### src/rtl/mem_ctrl_pkg.sv
// -----------------------------------------------------------------------------
// mem_ctrl_pkg
// Shared types and constants for the byte-sequencing RAM controller:
//   - state_e   : controller FSM states
//   - LEN_*     : load/store length encodings as seen on lsu_len_in
//   - PORT_*    : requester ids used by the arbiter and the controller
//   - len_to_bytes() : decode a length encoding into a byte count
// -----------------------------------------------------------------------------
package mem_ctrl_pkg;

  typedef enum logic [1:0] {
    IDLE  = 2'd0,
    READ  = 2'd1,
    WRITE = 2'd2
  } state_e;

  localparam logic [1:0] LEN_BYTE = 2'b00;
  localparam logic [1:0] LEN_HALF = 2'b01;
  localparam logic [1:0] LEN_WORD = 2'b11;

  localparam logic PORT_IF  = 1'b0;
  localparam logic PORT_LSU = 1'b1;

  // The unused encoding 2'b10 decodes as a full word.
  function automatic logic [2:0] len_to_bytes(input logic [1:0] len);
    case (len)
      LEN_BYTE: return 3'd1;
      LEN_HALF: return 3'd2;
      default:  return 3'd4;
    endcase
  endfunction

endpackage

### src/rtl/mem_ctrl_if.sv
// -----------------------------------------------------------------------------
// mem_ctrl_if
// Bundles the CPU-side fetch/LSU handshakes and the byte-wide RAM bus.
//   slave  : the controller (consumes requests and RAM read data)
//   master : the CPU core plus RAM (drives requests and RAM read data)
// Fetch : ifetch_req_in/addr_in/clr_in -> ifetch_done_out/data_out
// LSU   : lsu_req_in/we_in/len_in/addr_in/wdata_in -> lsu_done_out/rdata_out
// RAM   : ram_en_out/r_nw_out/a_out/d_out -> ram_d_in
// -----------------------------------------------------------------------------
interface mem_ctrl_if #(
  parameter int ADDR_WIDTH = 17
);
  logic                  ifetch_req_in;
  logic [31:0]           ifetch_addr_in;
  logic                  ifetch_clr_in;
  logic                  ifetch_done_out;
  logic [31:0]           ifetch_data_out;

  logic                  lsu_req_in;
  logic                  lsu_we_in;
  logic [1:0]            lsu_len_in;
  logic [31:0]           lsu_addr_in;
  logic [31:0]           lsu_wdata_in;
  logic                  lsu_done_out;
  logic [31:0]           lsu_rdata_out;

  logic                  ram_en_out;
  logic                  ram_r_nw_out;
  logic [ADDR_WIDTH-1:0] ram_a_out;
  logic [7:0]            ram_d_out;
  logic [7:0]            ram_d_in;

  modport slave (
    input  ifetch_req_in, ifetch_addr_in, ifetch_clr_in,
    output ifetch_done_out, ifetch_data_out,
    input  lsu_req_in, lsu_we_in, lsu_len_in, lsu_addr_in, lsu_wdata_in,
    output lsu_done_out, lsu_rdata_out,
    output ram_en_out, ram_r_nw_out, ram_a_out, ram_d_out,
    input  ram_d_in
  );

  modport master (
    output ifetch_req_in, ifetch_addr_in, ifetch_clr_in,
    input  ifetch_done_out, ifetch_data_out,
    output lsu_req_in, lsu_we_in, lsu_len_in, lsu_addr_in, lsu_wdata_in,
    input  lsu_done_out, lsu_rdata_out,
    input  ram_en_out, ram_r_nw_out, ram_a_out, ram_d_out,
    output ram_d_in
  );
endinterface

### src/rtl/mem_ctrl_rr_arb2.sv
// -----------------------------------------------------------------------------
// rr_arb2
// Two-requester round-robin arbiter with a one-bit pointer naming the
// favoured port. The pointer moves to the other port after every grant.
//   clk_in, rst_n_in : clock, async active-low reset (pointer favours LSU)
//   i_en             : arbitrate this cycle (controller idle)
//   i_req_if/lsu     : qualified requests
//   o_gnt            : a grant is issued this cycle
//   o_gnt_port       : granted port id (PORT_IF / PORT_LSU)
// -----------------------------------------------------------------------------
module rr_arb2
  import mem_ctrl_pkg::*;
(
  input  logic clk_in,
  input  logic rst_n_in,
  input  logic i_en,
  input  logic i_req_if,
  input  logic i_req_lsu,
  output logic o_gnt,
  output logic o_gnt_port
);

  logic r_ptr;

  // NOTE: every output gets a default before the ifs, so no path leaves it unassigned and no latch is inferred.
  always_comb begin
    o_gnt      = i_en & (i_req_if | i_req_lsu);
    o_gnt_port = PORT_IF;
    if (i_req_if & i_req_lsu) o_gnt_port = r_ptr;
    else if (i_req_lsu)       o_gnt_port = PORT_LSU;
  end

  // NOTE: non-blocking assignments so every flop samples pre-edge values regardless of process order.
  always_ff @(posedge clk_in or negedge rst_n_in) begin
    if (!rst_n_in)  r_ptr <= PORT_LSU;
    else if (o_gnt) r_ptr <= ~o_gnt_port;
  end

endmodule

### src/rtl/mem_ctrl.sv
// -----------------------------------------------------------------------------
// mem_ctrl
// Splits 32-bit instruction fetches and 1/2/4-byte LSU requests into
// consecutive byte accesses on a byte-wide synchronous RAM, assembles read
// bytes little-endian and returns them with a one-cycle done pulse.
//   clk_in   : system clock, rising edge
//   rst_n_in : asynchronous active-low reset
//   bus      : mem_ctrl_if.slave (fetch port, LSU port, RAM bus)
// All RAM-side and CPU-side outputs are registered.
// -----------------------------------------------------------------------------
module mem_ctrl
  import mem_ctrl_pkg::*;
#(
  parameter int ADDR_WIDTH = 17
) (
  input  logic        clk_in,
  input  logic        rst_n_in,
  mem_ctrl_if.slave   bus
);

  state_e                r_state, w_state_nxt;
  logic                  r_port;
  logic [2:0]            r_len;      // bytes in the transaction (1, 2 or 4)
  logic [2:0]            r_cnt;      // READ: cycle-1 of the transfer; WRITE: byte index
  logic [31:0]           r_wdata;
  logic [31:0]           r_buf;      // lanes captured so far
  logic                  r_ram_en, r_ram_r_nw;
  logic [ADDR_WIDTH-1:0] r_ram_a;
  logic [7:0]            r_ram_d;
  logic                  r_if_done, r_lsu_done;
  logic [31:0]           r_if_data, r_lsu_rdata;

  logic                  w_req_if, w_req_lsu, w_gnt, w_gnt_port, w_gnt_write;
  logic                  w_abort, w_rd_last, w_wr_last;
  logic [1:0]            w_lane, w_next_lane;
  logic [31:0]           w_merged;
  logic                  w_unused_addr_hi;

  // A port is not re-granted in its own done cycle; a flushing fetch is never granted.
  assign w_req_if  = bus.ifetch_req_in & ~bus.ifetch_clr_in & ~r_if_done;
  assign w_req_lsu = bus.lsu_req_in & ~r_lsu_done;

  rr_arb2 u_arb (
    .clk_in     (clk_in),
    .rst_n_in   (rst_n_in),
    .i_en       (r_state == IDLE),
    .i_req_if   (w_req_if),
    .i_req_lsu  (w_req_lsu),
    .o_gnt      (w_gnt),
    .o_gnt_port (w_gnt_port)
  );

  assign w_gnt_write = (w_gnt_port == PORT_LSU) & bus.lsu_we_in;
  assign w_abort     = (r_state == READ) & (r_port == PORT_IF) & bus.ifetch_clr_in;
  // Reads need one extra cycle because RAM data lags its address by one cycle.
  assign w_rd_last   = (r_cnt == r_len);
  assign w_wr_last   = (r_cnt == r_len - 3'd1);
  assign w_lane      = r_cnt[1:0] - 2'd1;   // lane arriving on ram_d_in now
  assign w_next_lane = r_cnt[1:0] + 2'd1;
  assign w_unused_addr_hi = ^{bus.ifetch_addr_in[31:ADDR_WIDTH], bus.lsu_addr_in[31:ADDR_WIDTH]};

  always_comb begin
    w_merged = r_buf;
    w_merged[{w_lane, 3'b000} +: 8] = bus.ram_d_in;
  end

  always_ff @(posedge clk_in or negedge rst_n_in) begin
    if (!rst_n_in) r_state <= IDLE;
    else           r_state <= w_state_nxt;
  end

  always_comb begin
    w_state_nxt = r_state;
    unique case (r_state)
      IDLE:    if (w_gnt) w_state_nxt = w_gnt_write ? WRITE : READ;
      READ:    if (w_abort || w_rd_last) w_state_nxt = IDLE;
      WRITE:   if (w_wr_last) w_state_nxt = IDLE;
      default: w_state_nxt = IDLE;
    endcase
  end

  always_ff @(posedge clk_in or negedge rst_n_in) begin
    if (!rst_n_in) begin
      r_port      <= PORT_LSU;
      r_len       <= 3'd0;
      r_cnt       <= 3'd0;
      r_wdata     <= '0;
      r_buf       <= '0;
      r_ram_en    <= 1'b0;
      r_ram_r_nw  <= 1'b1;
      r_ram_a     <= '0;
      r_ram_d     <= '0;
      r_if_done   <= 1'b0;
      r_lsu_done  <= 1'b0;
      r_if_data   <= '0;
      r_lsu_rdata <= '0;
    end else begin
      r_if_done  <= 1'b0;
      r_lsu_done <= 1'b0;
      unique case (r_state)
        IDLE: if (w_gnt) begin
          r_port   <= w_gnt_port;
          r_cnt    <= 3'd0;
          r_buf    <= '0;
          r_ram_en <= 1'b1;
          r_wdata  <= bus.lsu_wdata_in;
          if (w_gnt_port == PORT_IF) begin
            r_len      <= 3'd4;
            r_ram_a    <= bus.ifetch_addr_in[ADDR_WIDTH-1:0];
            r_ram_r_nw <= 1'b1;
          end else begin
            r_len      <= len_to_bytes(bus.lsu_len_in);
            r_ram_a    <= bus.lsu_addr_in[ADDR_WIDTH-1:0];
            r_ram_r_nw <= ~bus.lsu_we_in;
            if (bus.lsu_we_in) r_ram_d <= bus.lsu_wdata_in[7:0];
          end
        end
        READ: begin
          if (w_abort) begin
            r_ram_en <= 1'b0;
          end else begin
            if (r_cnt != 3'd0) r_buf <= w_merged;
            if (w_rd_last) begin
              r_ram_en <= 1'b0;
              if (r_port == PORT_IF) begin
                r_if_done <= 1'b1;
                r_if_data <= w_merged;
              end else begin
                r_lsu_done  <= 1'b1;
                r_lsu_rdata <= w_merged;
              end
            end else begin
              r_cnt <= r_cnt + 3'd1;
              // Hold the final address for the extra capture cycle.
              if (r_cnt + 3'd1 < r_len) r_ram_a <= r_ram_a + ADDR_WIDTH'(1);
            end
          end
        end
        WRITE: begin
          if (w_wr_last) begin
            r_ram_en   <= 1'b0;
            r_ram_r_nw <= 1'b1;
            r_lsu_done <= 1'b1;
          end else begin
            r_cnt   <= r_cnt + 3'd1;
            r_ram_a <= r_ram_a + ADDR_WIDTH'(1);
            r_ram_d <= r_wdata[{w_next_lane, 3'b000} +: 8];
          end
        end
        default: r_ram_en <= 1'b0;
      endcase
    end
  end

  assign bus.ifetch_done_out = r_if_done;
  assign bus.ifetch_data_out = r_if_data;
  assign bus.lsu_done_out    = r_lsu_done;
  assign bus.lsu_rdata_out   = r_lsu_rdata;
  assign bus.ram_en_out      = r_ram_en;
  assign bus.ram_r_nw_out    = r_ram_r_nw;
  assign bus.ram_a_out       = r_ram_a;
  assign bus.ram_d_out       = r_ram_d;

endmodule

### src/flat_wrapper.sv
// flat-port wrapper written by rule: the top's interface ports become plain ports
module mem_ctrl_flat import mem_ctrl_pkg::*;
#(
  parameter int ADDR_WIDTH = 17
)
  (clk_in, rst_n_in, bus_ifetch_req_in, bus_ifetch_addr_in, bus_ifetch_clr_in, bus_ifetch_done_out, bus_ifetch_data_out, bus_lsu_req_in, bus_lsu_we_in, bus_lsu_len_in, bus_lsu_addr_in, bus_lsu_wdata_in, bus_lsu_done_out, bus_lsu_rdata_out, bus_ram_en_out, bus_ram_r_nw_out, bus_ram_a_out, bus_ram_d_out, bus_ram_d_in);
  mem_ctrl_if #(.ADDR_WIDTH(ADDR_WIDTH)) bus_i ();
  input  logic clk_in;
  input  logic rst_n_in;
  input wire logic [$bits(bus_i.ifetch_req_in)-1:0] bus_ifetch_req_in;
  input wire logic [$bits(bus_i.ifetch_addr_in)-1:0] bus_ifetch_addr_in;
  input wire logic [$bits(bus_i.ifetch_clr_in)-1:0] bus_ifetch_clr_in;
  output wire logic [$bits(bus_i.ifetch_done_out)-1:0] bus_ifetch_done_out;
  output wire logic [$bits(bus_i.ifetch_data_out)-1:0] bus_ifetch_data_out;
  input wire logic [$bits(bus_i.lsu_req_in)-1:0] bus_lsu_req_in;
  input wire logic [$bits(bus_i.lsu_we_in)-1:0] bus_lsu_we_in;
  input wire logic [$bits(bus_i.lsu_len_in)-1:0] bus_lsu_len_in;
  input wire logic [$bits(bus_i.lsu_addr_in)-1:0] bus_lsu_addr_in;
  input wire logic [$bits(bus_i.lsu_wdata_in)-1:0] bus_lsu_wdata_in;
  output wire logic [$bits(bus_i.lsu_done_out)-1:0] bus_lsu_done_out;
  output wire logic [$bits(bus_i.lsu_rdata_out)-1:0] bus_lsu_rdata_out;
  output wire logic [$bits(bus_i.ram_en_out)-1:0] bus_ram_en_out;
  output wire logic [$bits(bus_i.ram_r_nw_out)-1:0] bus_ram_r_nw_out;
  output wire logic [$bits(bus_i.ram_a_out)-1:0] bus_ram_a_out;
  output wire logic [$bits(bus_i.ram_d_out)-1:0] bus_ram_d_out;
  input wire logic [$bits(bus_i.ram_d_in)-1:0] bus_ram_d_in;
  assign bus_i.ifetch_req_in = bus_ifetch_req_in;
  assign bus_i.ifetch_addr_in = bus_ifetch_addr_in;
  assign bus_i.ifetch_clr_in = bus_ifetch_clr_in;
  assign bus_ifetch_done_out = bus_i.ifetch_done_out;
  assign bus_ifetch_data_out = bus_i.ifetch_data_out;
  assign bus_i.lsu_req_in = bus_lsu_req_in;
  assign bus_i.lsu_we_in = bus_lsu_we_in;
  assign bus_i.lsu_len_in = bus_lsu_len_in;
  assign bus_i.lsu_addr_in = bus_lsu_addr_in;
  assign bus_i.lsu_wdata_in = bus_lsu_wdata_in;
  assign bus_lsu_done_out = bus_i.lsu_done_out;
  assign bus_lsu_rdata_out = bus_i.lsu_rdata_out;
  assign bus_ram_en_out = bus_i.ram_en_out;
  assign bus_ram_r_nw_out = bus_i.ram_r_nw_out;
  assign bus_ram_a_out = bus_i.ram_a_out;
  assign bus_ram_d_out = bus_i.ram_d_out;
  assign bus_i.ram_d_in = bus_ram_d_in;
  mem_ctrl #(.ADDR_WIDTH(ADDR_WIDTH)) u_core (.clk_in(clk_in), .rst_n_in(rst_n_in), .bus(bus_i));
endmodule
### config.mk
export PLATFORM = sky130hd
export DESIGN_NAME = mem_ctrl_flat
export DESIGN_NICKNAME = d
export VERILOG_FILES = /design/src/rtl/mem_ctrl_pkg.sv /design/src/rtl/mem_ctrl_if.sv /design/src/rtl/mem_ctrl_rr_arb2.sv /design/src/rtl/mem_ctrl.sv /design/src/flat_wrapper.sv
export SDC_FILE = /design/constraint.sdc
export NUM_CORES = 1
export LEC_CHECK = 0
export BUFFER_PORTS_ARGS = -buffer_cell sky130_fd_sc_hd__buf_2
export CAP_MARGIN = 20
export CORE_MARGIN = 1
export CORE_UTILIZATION = 47
export CTS_CLUSTER_SIZE = 8
export DETAILED_ROUTE_END_ITERATION = 12
export GPL_TIMING_DRIVEN = 1
export PLACE_DENSITY_LB_ADDON = 0.2
export RECOVER_POWER = 50
export REMOVE_ABC_BUFFERS = 1
export SYNTH_ARGS = -nofsm -noshare
export SYNTH_HDL_FRONTEND = slang
export SYNTH_SLANG_ARGS = --single-unit
export TNS_END_PERCENT = 20
### constraint.sdc
create_clock -name clk_in -period 2.85 [get_ports clk_in]
set_clock_uncertainty 0.1 [all_clocks]
set_input_delay 0.285 -clock clk_in [delete_from_list [all_inputs] [get_ports clk_in]]
set_output_delay 0.285 -clock clk_in [all_outputs]
set_load 0.01 [all_outputs]
==> impl_metrics.ini, run 1 <==
[outcome]
status = finished, violations left
violations = capacitance limit, slew limit

[timing]
grt_setup_unrepaired = false
worst_pin_slew_ns = 1.57
fmax_ghz = 0.381
timing.final.hold_violations = 0
timing.final.crit_share_pct = 92.0
slew_headroom_pct = -4.71
setup_viol = 0
maxSlewViolCount = 64
fin_tns_setup_ns = 0
min_period_ns = 2.62

[floorplanning]
fp.dieH_um = 131
fp.dieArea_sq_um = 17200
initial_core_util_pct = 48.8
num_rows = 46
dieWidth_um = 131
io_pins = 205
coreArea_sq_um = 16100

[yosys]
syn_avg_cell_area_sq_um = 10.9
synth_seq_cells = 167
synth-edff-count = 0
ys_types = 60
syn_inst = 723
synth-async-reset-ratio_pct = 100
syn_area_sq_um = 7860
yosys_warnings = 0
synth_seq_area_share_pct = 53.2
ys.flop_type = dfrtp_1

[drt]
routed_via_density = 5.42
drt_iter0_drc = 285
drt-total-wl_um = 18800
drc = 0
ant_nets = 0
wl_per_cell_um = 16.5
num_vias = 6210
firstDrtPassIters = 7

[global_routing]
met2_usage_pct = 37.1
antenna_found_initial = 0
busiest_layer = met2
grt_overflow_total = 0
grt.met1_usage_pct = 30.1
grt_pass1_wl_um = 31400
grt_pass1_vias = 6218
grt_max_degree = 65
grt_use_met3_pct = 5.52
grtUsageTotal_pct = 22.8

[setup_path]
path_max_fanout = 8
required_ns = 3.05
rr_startpoint = u_core.r_state[0]$_DFFE_PN0P_
critPathKind = reg2reg
endpoint = u_core.r_buf[23]$_DFFE_PN0P_
rrSetupSlack_ns = 0.23
rr_worst_depth = 7
arrival_ns = 2.82
startpoint = u_core.r_state[0]$_DFFE_PN0P_
endpoint_kind = register
cp-start-kind = register
rr_endpoint = u_core.r_buf[23]$_DFFE_PN0P_

[clocking]
clk_latency_ns = 0.42
clk_path_buf_depth = 2
cts_tree = built
path_clk_slew_ns = 0.07
htreeDepth = 4
numCtsBuffers = 17
clock_sinks = 167
clockRootBuffer = clkbuf_16

[min_path]
hold_class = in2reg
min_from = bus_lsu_wdata_in[3]

[layout]
drive_above_1_share_pct = 25.6
stdcell_count = 1145
n_antenna_cell = 0
multiInputGateArea_sq_um = 3430
fillCellCount = 1405
syn_to_final_growth_pct = 23.7
regArea_sq_um = 4180
nets = 1043
final_util_pct = 60.3

[place]
hpwlAfterDp_um = 13100
globalplace.congestion = 0.826
placedCellCount = 1086
io_buffers = 174

[power_and_ir_drop]
p_total_w = 0.0101
p_leak_nw = 4.40
powerDensity_nw_per_um2 = 1040
vdd_drop_max_mv = 0.605

[job]
maxCapViolCount = 1
## worst max-delay path, cell delays in order (launching register included)
cell,delay [ns]
dfrtp_1,0.42
inv_1,0.09
ha_1,0.31
nor3b_1,0.18
buf_4,0.16
nor3_1,0.61
a21oi_1,0.37
a22o_1,0.27
## how the worst min path moves through the flow
stage                                                endpoint  slack (ns)  depth (start not counted)
floorplan           u_core.bus.ifetch_data_out[0]$_DFFE_PN0P_       -0.11                          0
global placement     u_core.bus.lsu_rdata_out[11]$_DFFE_PN0P_        0.21                          1
CTS                             u_core.r_wdata[3]$_DFFE_PN0P_       0.005                          2
global route                    u_core.r_wdata[9]$_DFFE_PN0P_       0.001                          2
detailed placement    u_core.bus.lsu_rdata_out[8]$_DFFE_PN0P_        0.22                          1
finish                          u_core.r_wdata[3]$_DFFE_PN0P_        0.02                          2
## layer usage
layer	wire, um	part of all wire, %
met1	8420	45
met2	9250	49
met3	950	5.0
met4	223	1.2
met5	0	0
## area by class of cell
type / count / area share (%)
inverters: 14 / 0.541
clock inverters: 12 / 1.21
repair buffers: 224 / 12.4
flip-flops and latches: 167 / 43.0
clock buffers: 20 / 4.70
multi-input cells: 492 / 35.3
well taps: 216 / 2.78
## stage by stage
| step | hold WS, ns | cell area, sq um | worst slack (ns) |
|---|---|---|---|
| finish | 0.0209 | 9720 | 0.227 |
| global placement | 0.206 | 9000 | 0.322 |
| floorplan | -0.111 | 7650 | -1.44 |
| detailed placement | 0.219 | 9000 | 0.280 |
| global route | 0.00141 | 9720 | 0.0923 |
| CTS | 0.00485 | 9830 | 0.271 |
## flip-flops by register name, summed over array words and instances, names as in the netlist, 2 cells and up
signal / cells
u_core.r_len: 3
u_core.bus.ram_a_out: 17
u_core.bus.lsu_rdata_out: 32
u_core.bus.ram_d_out: 8
u_core.r_wdata: 32
u_core.bus.ifetch_data_out: 32
u_core.r_state: 2
u_core.r_cnt: 3
u_core.r_buf: 32
## kinds of logic after synthesis
group / count (synthesis) / synth area share (%)
simple gates: 189 / 12.0
compound gates: 205 / 16.0
fa+ha+maj: 15 / 2.39
mux: 78 / 12.3
xor+xnor: 5 / 0.732
flops: 167 / 53.2
buf+inv: 64 / 3.36
## what timing repair did
action	in CTS	in global routing
gates resized for setup	0	0
buffers inserted	0	0
hold buffers	26	1
endpoints found under the hold margin	84	1
## power by group
| group | internal [W] | switching [W] |
|---|---|---|
| registers | 0.00325 | 0.000600 |
| logic | 0.00180 | 0.00226 |
| clock network | 0.00126 | 0.000964 |
## cell usage in the layout, fill, tap and decap left out, types with 4 or more instances in the layout
cell | netlist | layout
o31ai_1 | 4 | 4
a31oi_1 | 11 | 11
inv_1 | 14 | 14
nand2_1 | 91 | 89
nand3_1 | 8 | 8
nand4_1 | 6 | 6
dlygate4sd3_1 | 0 | 27
o21ai_0 | 83 | 81
ha_1 | 15 | 15
buf_4 | 3 | 19
nor2_1 | 13 | 13
nor3_1 | 9 | 9
o22ai_1 | 4 | 4
clkbuf_16 | 0 | 17
nor2b_1 | 35 | 35
a21oi_1 | 51 | 51
mux4_2 | 8 | 8
dfrtp_1 | 164 | 164
and2_1 | 5 | 5
clkbuf_1 | 30 | 78
buf_2 | 4 | 96
a22o_1 | 34 | 34
mux2_2 | 64 | 64
clkbuf_2 | 0 | 4
## synth_stat cells (all sizes together), types with 2 or more instances
cell,n,area [sq um]
nor4,2,18.8
and4,3,28.8
nand4,6,37.5
a21oi,51,255
a22o,34,298
a211o,2,17.5
o31ai,4,30.0
o211ai,2,15.0
nor2b,35,219
o32a,2,20.0
dfrtp,164,4100
nand2b,2,12.5
xor2,2,17.5
nor3,9,45.0
o21ai,84,420
nor3b,3,22.5
and2,5,31.3
o22ai,4,25.0
nor2,14,60.1
ha,15,188
and3,3,18.8
a31oi,11,68.8
nand3,8,40.0
mux4,8,180
mux2,67,754
buf,20,98.8
dfstp,3,78.8
xnor2,2,17.5
nand2,91,342
clkbuf,30,113
inv,14,52.6
or4,2,18.8
mux2i,3,30.0
Power figures use the tool's default switching activity.
==> run 2: changes to the inputs <==
--- a/config.mk
+++ b/config.mk
@@ -8,7 +8,7 @@
 export BUFFER_PORTS_ARGS = -buffer_cell sky130_fd_sc_hd__buf_2
 export CAP_MARGIN = 20
 export CORE_MARGIN = 1
-export CORE_UTILIZATION = 47
+export CORE_UTILIZATION = 23
 export CTS_CLUSTER_SIZE = 8
 export DETAILED_ROUTE_END_ITERATION = 12
 export GPL_TIMING_DRIVEN = 1
==> run 2 against run 1 <==
  * The flow now finishes without violations
  * Maximum frequency is 1.3% lower
  * Register-to-register slack worse by 0.04 ns
  * Combinational power up 5%
  * Flip-flop and latch count unchanged
  * Design area is 5.0% higher
  * Clock power increased by 7%
  * Routed wire length rose by 18%
  * Critical path depth increased by 1
  * Hold slack improved by 0.082 ns
  * Critical path type unchanged
==> impl_metrics.ini, run 2 (synthesis gave the netlist of run 1 again) <==
[setup_path]
cp-start-kind = register
endpoint_kind = register
arrival_ns = 2.88
path_max_fanout = 6
critPathKind = reg2reg
required_ns = 3.07

[timing]
slew_headroom_pct = 20.0
fmax_ghz = 0.376
maxSlewViolCount = 0
timing.final.crit_share_pct = 93.3
whs_ns = 0.103
min_period_ns = 2.66
worst_pin_slew_ns = 1.20
grt_setup_unrepaired = false
timing.final.hold_violations = 0
setup_viol = 0

[place]
placedCellCount = 1321
hpwlAfterDp_um = 15200
io_buffers = 174
place_area_sq_um = 9350
globalplace.congestion = 0.739

[clocking]
clockRootBuffer = clkbuf_16
numCtsBuffers = 17
clk_path_buf_depth = 2
htreeDepth = 4
post_cts.repair.setup_buffers = 0
path_clk_slew_ns = 0.07
clk_latency_ns = 0.44
cts_tree = built
clock_sinks = 167

[power_and_ir_drop]
p_leak_nw = 4.58
vdd_drop_max_mv = 0.481
powerDensity_nw_per_um2 = 1030

[global_routing]
grt_pass1_vias = 6177
grt_overflow_total = 0
grt_max_degree = 76
antenna_found_initial = 0
grt_pass1_wl_um = 35800
grtUsageTotal_pct = 13.3

[layout]
final_cell_mix = dfrtp_1, buf_2, nand2_1
syn_to_final_growth_pct = 29.9
stdcell_count = 1387
final_util_pct = 30.4
n_antenna_cell = 0
drive_above_1_share_pct = 29.1
nets = 1053
fillCellCount = 3537
final_common_cell = dfrtp_1
design_area_sq_um = 10200

[drt]
drt_iter0_drc = 310
num_vias = 6132
routed_via_density = 4.42
drt-total-wl_um = 22300
wl_per_cell_um = 16.1
drc = 0
ant_nets = 0
firstDrtPassIters = 5

[min_path]
hold_class = in2reg

[floorplanning]
dieWidth_um = 187
fp.dieH_um = 187
fp.dieArea_sq_um = 34900
initial_core_util_pct = 23.4
coreArea_sq_um = 33600
io_pins = 205
num_rows = 67

[job]
maxCapViolCount = 0

[outcome]
status = completed
==> run 2: changes by cell type in the layout (fill, tap and decap cells not counted), sizes merged <==
cell / change
buf: +37
clkbuf: -36
dlygate4sd3: +7
inv: +3
bufinv: +1
clkinv: -1
clkinvlp: -1
==> run 2: through the flow <==
| stage | setup slack [ns] | setup TNS [ns] | power, W |
|---|---|---|---|
| 6_report | 0.192 | 0 | 0.0105 |
| 5_1_grt | 0.0207 | 0 | 0.0113 |
| 4_1_cts | 0.134 | 0 | 0.0107 |
| 3_5_place_dp | 0.164 | 0 | 0.00822 |
| 3_3_place_gp | 0.204 | 0 | 0.00817 |
| 2_1_floorplan | -1.44 | -89.12 | 0.00648 |
==> run 2: area by class of cell <==
type / count / area [sq um] / area share, %
clock buffer: 18 / 429 / 4.20
sequential: 167 / 4180 / 41.0
clock inverter: 14 / 161 / 1.58
inverter: 14 / 52.6 / 0.515
tap: 448 / 561 / 5.49
timing repair buffer: 234 / 1390 / 13.6
multi-input combinational: 492 / 3440 / 33.7
==> run 2: path summary, 6_finish.rpt <==
path / startpoint / slack (ns) / to / cells after the start
min in group asynchronous: rst_n_in / 0.52 / u_core.bus.ifetch_data_out[10]$_DFFE_PN0P_ / 2
hold / removal: bus_lsu_len_in[1] / 0.10 / u_core.r_len[2]$_DFFE_PN0P_ / 3
setup reg to reg: u_core.r_cnt[0]$_DFFE_PN0P_ / 0.19 / u_core.bus.ram_a_out[16]$_DFFE_PN0P_ / 8
hold reg to reg: u_core.bus.lsu_rdata_out[6]$_DFFE_PN0P_ / 0.38 / u_core.bus.lsu_rdata_out[6]$_DFFE_PN0P_ / 2
setup / recovery: u_core.r_cnt[0]$_DFFE_PN0P_ / 0.19 / u_core.bus.ram_a_out[16]$_DFFE_PN0P_ / 8
max in group asynchronous: rst_n_in / 0.63 / u_core.r_wdata[3]$_DFFE_PN0P_ / 3
==> run 2: what timing repair did <==
action | CTS | global route
hold buffers | 34 | 0
resized for setup | 0 | 1
setup endpoints to repair | 0 | 32
hold endpoints to repair | 71 | 0
==> run 2: where the power goes <==
group	internal [W]	total [W]	leakage, nW	switching (W)
sequential	0.00324	0.00383	2.09	0.000584
combinational	0.00189	0.00426	2.20	0.00237
clock	0.00132	0.00239	0.285	0.00107
total	0.00645	0.0105	4.58	0.00403
==> run 2: critical path: stages, from the launching register on <==
cell and delay [ns]:
dfrtp_1 0.44, inv_1 0.13, ha_1 0.34, ha_1 0.27, nor2b_1 0.13, o211ai_1 0.25, and2_1 0.36, nand2_1 0.18
a211o_1 0.34
==> run 2: routing by layer <==
| layer | part of all wire (%) | global-route usage (%) |
|---|---|---|
| met2 | 46 | 20.8 |
| met3 | 4.9 | 3.62 |
| met5 | 0 | 0 |
| met1 | 48 | 17.8 |
| met4 | 0.96 | 3.88 |
